--- src/rtl/dff_pipe.sv ---
// WIDTH-bit, DEPTH-stage stallable delay line with per-stage valid bits,
// synchronous flush and a registered occupancy count.
module dff_pipe #(
  parameter int                WIDTH     = 8,
  parameter int                DEPTH     = 4,
  parameter bit                USE_EN    = 1'b1,
  parameter logic [WIDTH-1:0]  RESET_VAL = '0
) (
  input  logic                       clk,
  input  logic                       rst,
  input  logic                       en,
  input  logic                       flush,
  input  logic [WIDTH-1:0]           d,
  input  logic                       d_valid,
  output logic [WIDTH-1:0]           q,
  output logic                       q_valid,
  output logic [$clog2(DEPTH+1)-1:0] count
);

  localparam int CW = $clog2(DEPTH + 1);

  logic [WIDTH-1:0] data_q [DEPTH];
  logic [WIDTH-1:0] data_d [DEPTH];
  logic [DEPTH-1:0] valid_q;
  logic [DEPTH-1:0] valid_d;
  logic [CW-1:0]    count_q;
  logic [CW-1:0]    count_d;
  logic             en_eff;

  assign en_eff = USE_EN ? en : 1'b1;

  // Flush beats advance; bubbles shift like data so latency stays fixed.
  always_comb begin
    data_d  = data_q;
    valid_d = valid_q;
    count_d = count_q;
    if (flush) begin
      for (int i = 0; i < DEPTH; i++) begin
        data_d[i] = RESET_VAL;
      end
      valid_d = '0;
      count_d = '0;
    end else if (en_eff) begin
      data_d[0]  = d;
      valid_d[0] = d_valid;
      for (int i = 1; i < DEPTH; i++) begin
        data_d[i]  = data_q[i-1];
        valid_d[i] = valid_q[i-1];
      end
      count_d = count_q + CW'(d_valid) - CW'(valid_q[DEPTH-1]);
    end
  end

  always_ff @(posedge clk or negedge rst) begin
    if (!rst) begin
      for (int i = 0; i < DEPTH; i++) begin
        data_q[i] <= RESET_VAL;
      end
      valid_q <= '0;
      count_q <= '0;
    end else begin
      data_q  <= data_d;
      valid_q <= valid_d;
      count_q <= count_d;
    end
  end

  assign q       = data_q[DEPTH-1];
  assign q_valid = valid_q[DEPTH-1];
  assign count   = count_q;

endmodule

--- config.mk ---
export PLATFORM = sky130hd
export DESIGN_NAME = dff_pipe
export DESIGN_NICKNAME = d
export VERILOG_FILES = /design/src/rtl/dff_pipe.sv
export SDC_FILE = /design/constraint.sdc
export NUM_CORES = 1
export LEC_CHECK = 0
export ABC_AREA = 1
export BUFFER_PORTS_ARGS = -buffer_cell sky130_fd_sc_hd__buf_2
export CAP_MARGIN = 20
export CORE_MARGIN = 5
export CORE_UTILIZATION = 55
export CTS_CLUSTER_SIZE = 14
export DETAILED_ROUTE_END_ITERATION = 8
export PLACE_DENSITY_LB_ADDON = 0.25
export SLEW_MARGIN = 40
export SYNTH_ARGS = -nofsm -noshare
export SYNTH_HDL_FRONTEND = slang
export SYNTH_SLANG_ARGS = --single-unit
--- constraint.sdc ---
create_clock -name clk -period 2.1 [get_ports clk]
set_input_delay 0.42 -clock clk [delete_from_list [all_inputs] [get_ports clk]]
set_output_delay 0.42 -clock clk [all_outputs]
set_load 0.01 [all_outputs]
==> results.py, run 1 <==
metrics = {
    "outcome": {
        "outcome": "finished, final reports clean",
    },
    "route": {
        "via_count": 1088,
        "drc_errors": 0,
        "via_per_inst": 5.13,
        "drt_iter0_drc": 44,
        "routed_wirelength_um": 2780,
        "wl_per_cell_um": 13.1,
        "dr.pass1.iters": 4,
        "antenna_left": 0,
    },
    "worst_setup_path": {
        "crit_arrival_ns": 1.95,
        "end_kind": "register",
        "cp-start-kind": "register",
        "critical_path_class": "reg -> reg",
        "cp_cell_sequence": "ha_1 -> inv_1 -> ha_1 -> inv_1 -> fa_1 -> nand3b_1 -> nand3_1 -> nand2_1",
        "crit_required_ns": 2.35,
        "cp_top_family": "adder cells",
        "worst-path-buf-inv": 2,
        "max_stage_delay_ns": 0.41,
        "rr_startpoint": "valid_q[3]$_DFFE_PN0P_",
        "crit_start": "valid_q[3]$_DFFE_PN0P_",
        "critPathMaxFanout": 3,
        "critPathSlowestCell": "dfrtp_1",
    },
    "job": {
        "drv_cap": 0,
    },
    "global_routing": {
        "grt_pass1_vias": 1067,
        "grt_usage_pct": 15.4,
        "antenna_found_initial": 0,
        "grt_pass1_wl_um": 4820,
        "grt_overflow": 0,
        "grt_max_degree": 40,
    },
    "sta": {
        "min_period_ns": 1.71,
        "finalHoldViolations": 0,
        "slew_violations": 0,
        "rsz0062_at_grt": "no",
        "fin_skew_ns": 0.0117,
        "tns_ns": 0,
        "relSlewSlack_pct": 64.0,
        "max_freq_mhz": 586,
        "setup_viol": 0,
        "timing.final.crit_share_pct": 81.3,
        "worst_pin_slew_ns": 0.539,
    },
    "die": {
        "start_util_pct": 56.0,
        "num_rows": 20,
        "die_area_mm2": 0.00426,
        "dieWidth_um": 65.3,
        "die_y_um": 65.3,
        "io_pins": 25,
        "core_area_mm2": 0.00300,
    },
    "synth": {
        "synth_top_cell_area_share_pct": 58.0,
        "netlist_instances": 161,
        "ys_top_cells_by_count": "dfrtp_1, inv_1, nand2_1",
        "ys_seq_area_share_pct": 58.0,
        "netlist_area_mm2": 0.00168,
        "synth_most_common_cell": "dfrtp_1",
        "synthDistinctLibCells": 16,
        "ys_ff_latch": 39,
        "synthTopCellsByArea": "dfrtp_1, inv_1, o22ai_2",
        "yosysWarnings": 0,
        "postSynthAreaPerCell_um2": 10.4,
        "synth_edf_count": 0,
        "synthArstFlopShare_pct": 100,
        "synth-main-ff-cell": "dfrtp_1",
        "yosysTopAreaCell": "dfrtp_1",
        "syn_nets": 177,
    },
    "clocking": {
        "clk_path_buf_depth": 2,
        "cts_tree": "built",
        "post_cts_resized": 0,
        "hold_buffers": 0,
        "numCtsBuffers": 5,
        "clk_latency_ns": 0.34,
        "post-cts-setup-buffer-count": 0,
        "clkTransAtPathRegs_ns": 0.11,
        "cts_max_level": 2,
        "cts-root-buf": "clkbuf_4",
        "cts_num_sinks": 39,
    },
    "place": {
        "dpl.cell_count": 204,
        "hpwl_um": 1870,
        "port_buffers": 24,
        "gp_congestion": 0.670,
    },
    "finish": {
        "area_growth_syn_to_layout_pct": 5.80,
        "nets": 194,
        "instances_no_fill": 212,
        "antenna_cells": 0,
        "drive_gt1_share_pct": 24.6,
    },
    "pwr": {
        "p_leak_nw": 0.866,
        "peakVddDrop_v": 0.000438,
        "power_density_mw_per_mm2": 702,
    },
    "hold_path": {
        "hold_class": "in -> async",
    },
}
-- flip-flops by register name, indices dropped and copies added, names as in the netlist --
register and count:
q 8, data_q 24, valid_q 4, count 3
-- placed cells by master, fill, tap and decap left out --
cell      synthesis  routed
clkinv_2          0       1
clkbuf_4          0       5
o21ai_1           1       1
clkbuf_1          0       2
nand3_1           2       2
ha_1              2       2
o22ai_2          10      10
nand3b_1          1       1
inv_1            34      34
o22ai_1           9       9
dfrtp_1          39      39
o21ai_0          18      18
fa_1              1       1
nor2_2            1       1
inv_2             1       1
buf_4             8       3
buf_2             3      23
nand2_1          26      26
-- power breakdown --
| group | leakage [nW] | internal, mW | switching (mW) |
|---|---|---|---|
| Combinational | 0.302 | 0.0374 | 0.0750 |
| Clock | 0.0293 | 0.130 | 0.225 |
| Sequential | 0.535 | 0.773 | 0.00842 |
-- per-layer routing --
layer  vias to the layer above  wire length (um)  global-route usage [%]
li1                        532                 -                       -
met1                       527              1300                    19.7
met2                        23              1260                    22.9
met3                         6               158                    5.98
met4                         0                68                    7.77
met5                         -                 0                       0
-- final timing paths --
path,cells past startpoint,slack (ns),endpoint
worst max-delay path,8,0.39,count[2]$_DFFE_PN0P_
worst min register to register,2,0.49,q[7]$_DFFE_PN0P_
min in group clk,3,0.28,data_q[28]$_DFFE_PN0P_
worst max register to register,8,0.39,count[2]$_DFFE_PN0P_
max in group asynchronous,1,1.74,valid_q[3]$_DFFE_PN0P_
worst min-delay path,1,0.02,data_q[23]$_DFFE_PN0P_
-- per-stage QoR --
step / cell area [um^2] / util [%] / power (mW) / hold WS (ns) / setup WS [ns]
after floorplan: 1680 / - / 0.872 / 0.124 / 0.455
after global placement: 1730 / 57.5 / 0.903 / 0.461 / 0.473
after detailed placement: 1730 / 57.5 / 0.909 / 0.468 / 0.390
after CTS: 1780 / 59.2 / 1.27 / 0.178 / 0.396
after global routing: 1780 / 59.3 / 1.33 / 0.0323 / 0.290
final: 1780 / 59.3 / 1.25 / 0.0212 / 0.393
-- worst reg2reg max path, delay by kind of cell (launching register included) --
family,cells,cell delay (ns)
adder cells (fa/ha/maj),3,0.80
buffers and inverters,2,0.11
flip-flops,1,0.41
AND/OR/NAND/NOR,3,0.31
-- layout make-up --
cell class	instances	area, um^2
multi-input cells	71	443
clock inverters	1	5.00
flip-flops and latches	39	976
well taps	33	41.3
fillers	271	1220
repair buffers	26	138
clock buffers	7	45.0
inverters	35	131
-- cells by family (layout without fill, tap and decap cells) --
| family | Yosys count | after routing | share of synthesized area [%] |
|---|---|---|---|
| flops | 39 | 39 | 58.0 |
| fa+ha+maj | 3 | 3 | 2.68 |
| simple gates | 30 | 30 | 7.22 |
| compound gates | 38 | 38 | 16.4 |
| buf+inv | 51 | 69 | 15.6 |
(Power assumes the default switching activity.)
==> inputs of run 2 (changes only) <==
Clock period 2.1 ns to 1.6 ns, I/O delays scaled along.
==> results.py, run 2 (synthesized netlist as in run 1, its figures left out) <==
metrics = {
    "finish": {
        "nets": 198,
        "regMostFlops": "data_q",
        "area_growth_syn_to_layout_pct": 11.1,
        "drive_gt1_share_pct": 29.5,
        "largest_reg_flops": 24,
        "layout_commonest_cell": "dfrtp_1",
        "antenna_cells": 0,
        "final_cell_mix": "dfrtp_1, inv_1, nand2_1, buf_2, o21ai_0",
        "fillers": 245,
    },
    "worst_setup_path": {
        "reg2reg_depth": 9,
        "crit_arrival_ns": 1.86,
        "crit_end": "count[2]$_DFFE_PN0P_",
        "crit_required_ns": 1.83,
        "critPathMaxFanout": 2,
        "cp-start-kind": "register",
        "r2r_end": "count[2]$_DFFE_PN0P_",
        "crit_start": "count[0]$_DFFE_PN0P_",
        "end_kind": "register",
        "rrSetupSlack_ns": -0.03,
        "rr_startpoint": "count[0]$_DFFE_PN0P_",
        "critical_path_class": "reg -> reg",
    },
    "place": {
        "hpwl_um": 1970,
        "gp_congestion": 0.734,
        "port_buffers": 24,
        "pre_cts_slack_ns": -0.0728,
    },
    "outcome": {
        "violations": "negative setup slack",
        "outcome": "finished with violations",
    },
    "clocking": {
        "clkTransAtPathRegs_ns": 0.10,
        "post-cts-setup-buffer-count": 0,
        "cts_max_level": 2,
        "cts-root-buf": "clkbuf_4",
        "clk_path_buf_depth": 2,
        "clk_latency_ns": 0.33,
        "numCtsBuffers": 5,
        "cts_tree": "built",
        "cts_num_sinks": 39,
    },
    "sta": {
        "layout_setup_ws_ns": -0.0339,
        "setup_viol": 1,
        "min_period_ns": 1.63,
        "fin_skew_ns": 0.00649,
        "rsz0062_at_grt": "yes",
        "finalHoldViolations": 0,
        "relSlewSlack_pct": 64.2,
        "worst_pin_slew_ns": 0.536,
        "max_freq_mhz": 612,
        "timing.final.crit_share_pct": 102,
        "slew_violations": 0,
    },
    "die": {
        "dieWidth_um": 65.3,
        "io_pins": 25,
        "die_area_mm2": 0.00426,
        "num_rows": 20,
        "core_area_mm2": 0.00300,
        "die_y_um": 65.3,
        "start_util_pct": 56.0,
    },
    "route": {
        "dr.pass1.iters": 4,
        "via_per_inst": 5.01,
        "wl_per_cell_um": 13.2,
        "drc_errors": 0,
        "drt_iter0_drc": 55,
        "routed_wirelength_um": 2860,
        "via_count": 1082,
        "antenna_left": 0,
    },
    "job": {
        "drv_cap": 0,
    },
    "global_routing": {
        "grt_usage_pct": 16.3,
        "grt_pass1_wl_um": 5160,
        "grt_pass1_vias": 1118,
        "antenna_found_initial": 0,
        "grt_overflow": 0,
        "grt_max_degree": 30,
    },
    "pwr": {
        "peakVddDrop_v": 0.000564,
        "p_leak_nw": 0.896,
        "power_density_mw_per_mm2": 933,
        "p_total_mw": 1.74,
    },
    "hold_path": {
        "hold_class": "in -> reg",
    },
}
-- run 2: cell count changes in the layout (fill, tap and decap cells not counted) --
cell	before	now
buf_12	0	1
clkbuf_1	2	1
fa_1	1	0
dlygate4sd3_1	0	1
buf_2	23	24
inv_1	34	31
inv_2	1	4
ha_4	0	2
ha_1	2	0
clkbuf_8	0	2
buf_4	3	4
fa_2	0	1
clkinv_2	1	0
-- run 2: worst min path at each step --
stage	startpoint	endpoint	cells after the start
final	d[7]	data_q[31]$_DFFE_PN0P_	3
after global routing	d[3]	data_q[27]$_DFFE_PN0P_	3
after CTS	d[7]	data_q[31]$_DFFE_PN0P_	3
after detailed placement	rst	q[3]$_DFFE_PN0P_	1
after global placement	rst	q[7]$_DFFE_PN0P_	1
after floorplan	rst	count[0]$_DFFE_PN0P_	0
-- run 2: power breakdown --
part,internal (mW),switching (mW),leakage [nW]
Clock,0.259,0.294,0.0386
Combinational,0.0603,0.104,0.322
Sequential,1.01,0.0120,0.535
Total,1.33,0.410,0.896
-- run 2: timing repair --
| item | 4_1_cts | 5_1_grt |
|---|---|---|
| setup endpoints to repair | 2 | 2 |
| resized for setup | 6 | 0 |
| endpoints found under the hold margin | 19 | 0 |
| pin swaps | 4 | 3 |
| hold buffers | 1 | 0 |
-- run 2: per-stage QoR --
step	area (um^2)	utilization, %	instances	setup TNS [ns]	hold slack [ns]
global placement	1760	58.8	207	0	0.282
floorplan	1680	-	161	-0.0324	0.0244
detailed placement	1760	58.8	207	-0.134	0.298
finish	1870	62.2	216	-0.0339	0.190
global route	1870	62.2	216	-0.164	0.165
CTS	1870	62.2	216	-0.0394	0.179
-- run 2: critical path, stage by stage, from the launching register on --
cell	delay, ns
dfrtp_1	0.40
inv_2	0.08
ha_4	0.19
inv_2	0.06
ha_4	0.12
inv_2	0.03
fa_2	0.33
nand3b_1	0.17
nand3_1	0.10
nand2_1	0.06
-- run 2: cell type report --
type | count | area, um^2 | share of cell area, %
Sequential cell | 39 | 976 | 52.2
Multi-Input combinational cell | 71 | 470 | 25.2
Timing Repair Buffer | 30 | 180 | 9.65
Inverter | 35 | 131 | 7.03
Clock buffer | 8 | 68.8 | 3.68
Tap cell | 33 | 41.3 | 2.21
-- run 2: per-layer routing --
| layer | track usage (%) | share of wire (%) | up-vias |
|---|---|---|---|
| met5 | 0 | 0 | - |
| met4 | 4.66 | 0.80 | 0 |
| met3 | 7.35 | 7.1 | 2 |
| met2 | 23.6 | 46 | 30 |
| met1 | 22.1 | 46 | 506 |
| li1 | - | - | 544 |
==> inputs of run 3 (changes only) <==
Settings changed: CORE_UTILIZATION 55 to 50.
Clock period 1.6 ns to 1.35 ns, I/O delays scaled along.
==> results.py, run 3 (synthesized netlist as in run 1, its figures left out) <==
metrics = {
    "outcome": {
        "outcome": "finished with violations",
        "violations": "negative setup slack",
    },
    "sta": {
        "max_freq_mhz": 612,
        "tns_ns": -0.550,
        "relSlewSlack_pct": 62.7,
        "timing.hold.ws_ns": 0.137,
        "layout_setup_ws_ns": -0.285,
        "fin_skew_ns": 0.00550,
        "finalHoldViolations": 0,
        "timing.final.crit_share_pct": 121,
        "setup_viol": 2,
        "min_period_ns": 1.63,
        "worst_pin_slew_ns": 0.558,
        "rsz0062_at_grt": "yes",
        "slew_violations": 0,
    },
    "worst_setup_path": {
        "worst-path-buf-inv": 3,
        "end_kind": "register",
        "crit_arrival_ns": 1.83,
        "critPathMaxFanout": 2,
        "rrSetupSlack_ns": -0.28,
        "cp_cell_sequence": "inv_2 -> ha_4 -> inv_4 -> ha_4 -> inv_2 -> fa_2 -> o22ai_2",
        "max_stage_delay_ns": 0.52,
        "cp-start-kind": "register",
        "crit_required_ns": 1.55,
        "critPathSlowestCell": "fa_2",
        "critical_path_class": "reg -> reg",
        "cp_top_family": "adder cells",
    },
    "finish": {
        "instances_no_fill": 229,
        "largest_reg_flops": 24,
        "design_area_mm2": 0.00186,
        "regMostFlops": "data_q",
        "nets": 198,
        "fillers": 300,
        "regArea_um2": 976,
        "area_growth_syn_to_layout_pct": 10.7,
        "final_core_util_pct": 56.7,
        "final_cell_mix": "dfrtp_1, inv_1, nand2_1, buf_2, o21ai_0",
        "multi_input_area_um2": 477,
        "drive_gt1_share_pct": 29.5,
        "antenna_cells": 0,
        "layout_commonest_cell": "dfrtp_1",
    },
    "global_routing": {
        "grt_overflow": 0,
        "antenna_found_initial": 0,
        "grt_usage_pct": 15.7,
        "grt_max_degree": 40,
        "grt_pass1_vias": 1108,
        "grt_pass1_wl_um": 5240,
    },
    "die": {
        "num_rows": 21,
        "start_util_pct": 51.2,
        "dieWidth_um": 68.0,
        "core_area_mm2": 0.00328,
        "die_area_mm2": 0.00462,
        "die_y_um": 68.0,
        "io_pins": 25,
    },
    "hold_path": {
        "hold_class": "in -> reg",
    },
    "place": {
        "hpwl_um": 2040,
        "pre_cts_slack_ns": -0.373,
        "dpl.cell_count": 220,
        "port_buffers": 24,
        "place_area_mm2": 0.00177,
        "gp_congestion": 0.749,
    },
    "route": {
        "via_per_inst": 4.71,
        "routed_wirelength_um": 3010,
        "drt_iter0_drc": 46,
        "via_count": 1078,
        "dr.pass1.iters": 4,
        "drc_errors": 0,
        "antenna_left": 0,
        "wl_per_cell_um": 13.1,
    },
    "clocking": {
        "cts_max_level": 2,
        "clk_latency_ns": 0.33,
        "clkTransAtPathRegs_ns": 0.11,
        "numCtsBuffers": 5,
        "cts-root-buf": "clkbuf_4",
        "cts_tree": "built",
        "cts_num_sinks": 39,
        "clk_path_buf_depth": 2,
    },
    "pwr": {
        "peakVddDrop_v": 0.000617,
        "p_leak_nw": 0.881,
        "power_density_mw_per_mm2": 1060,
        "p_total_mw": 1.98,
    },
    "job": {
        "drv_cap": 0,
    },
}
-- run 3: path summary, 6_finish.rpt --
check	end	depth (start not counted)	from
hold / removal	data_q[24]$_DFFE_PN0P_	3	d[0]
setup reg to reg	count[1]$_DFFE_PN0P_	7	count[0]$_DFFE_PN0P_
hold reg to reg	q[4]$_DFFE_PN0P_	2	q[4]$_DFFE_PN0P_
setup / recovery	count[1]$_DFFE_PN0P_	7	count[0]$_DFFE_PN0P_
max in group asynchronous	data_q[13]$_DFFE_PN0P_	3	rst
min in group asynchronous	q[7]$_DFFE_PN0P_	3	rst
-- run 3: routing by layer --
layer | track usage, % | wire length, um | vias to the layer above
met5 | 0 | 0 | -
met4 | 6.95 | 54 | 0
met3 | 5.09 | 115 | 6
met2 | 23.6 | 1380 | 23
met1 | 20.6 | 1460 | 508
li1 | - | - | 541
-- run 3: area by class of cell --
type / count / share of cell area, %
Clock buffer: 7 / 2.42
Clock inverter: 1 / 0.269
Inverter: 35 / 7.19
Multi-Input combinational cell: 71 / 25.6
Sequential cell: 39 / 52.4
Tap cell: 46 / 3.09
Timing Repair Buffer: 30 / 9.01
-- run 3: where the power goes --
group	switching (mW)	internal, mW
clock	0.355	0.203
sequential	0.0151	1.20
combinational	0.127	0.0732
-- run 3: what timing repair did --
action	CTS	global route
pin swaps	3	0
cloned	0	0
hold buffers	1	0
hold endpoints to repair	39	0
buffers inserted	0	0
setup endpoints to repair	3	3
gates resized for setup	7	1
-- run 3: worst min-delay path, delay by kind of cell --
family / cells / cell delay [ns]
AND/OR/NAND/NOR: 1 / 0.04
buffers and inverters: 1 / 0.07
AO/OA/AOI/OAI: 1 / 0.06
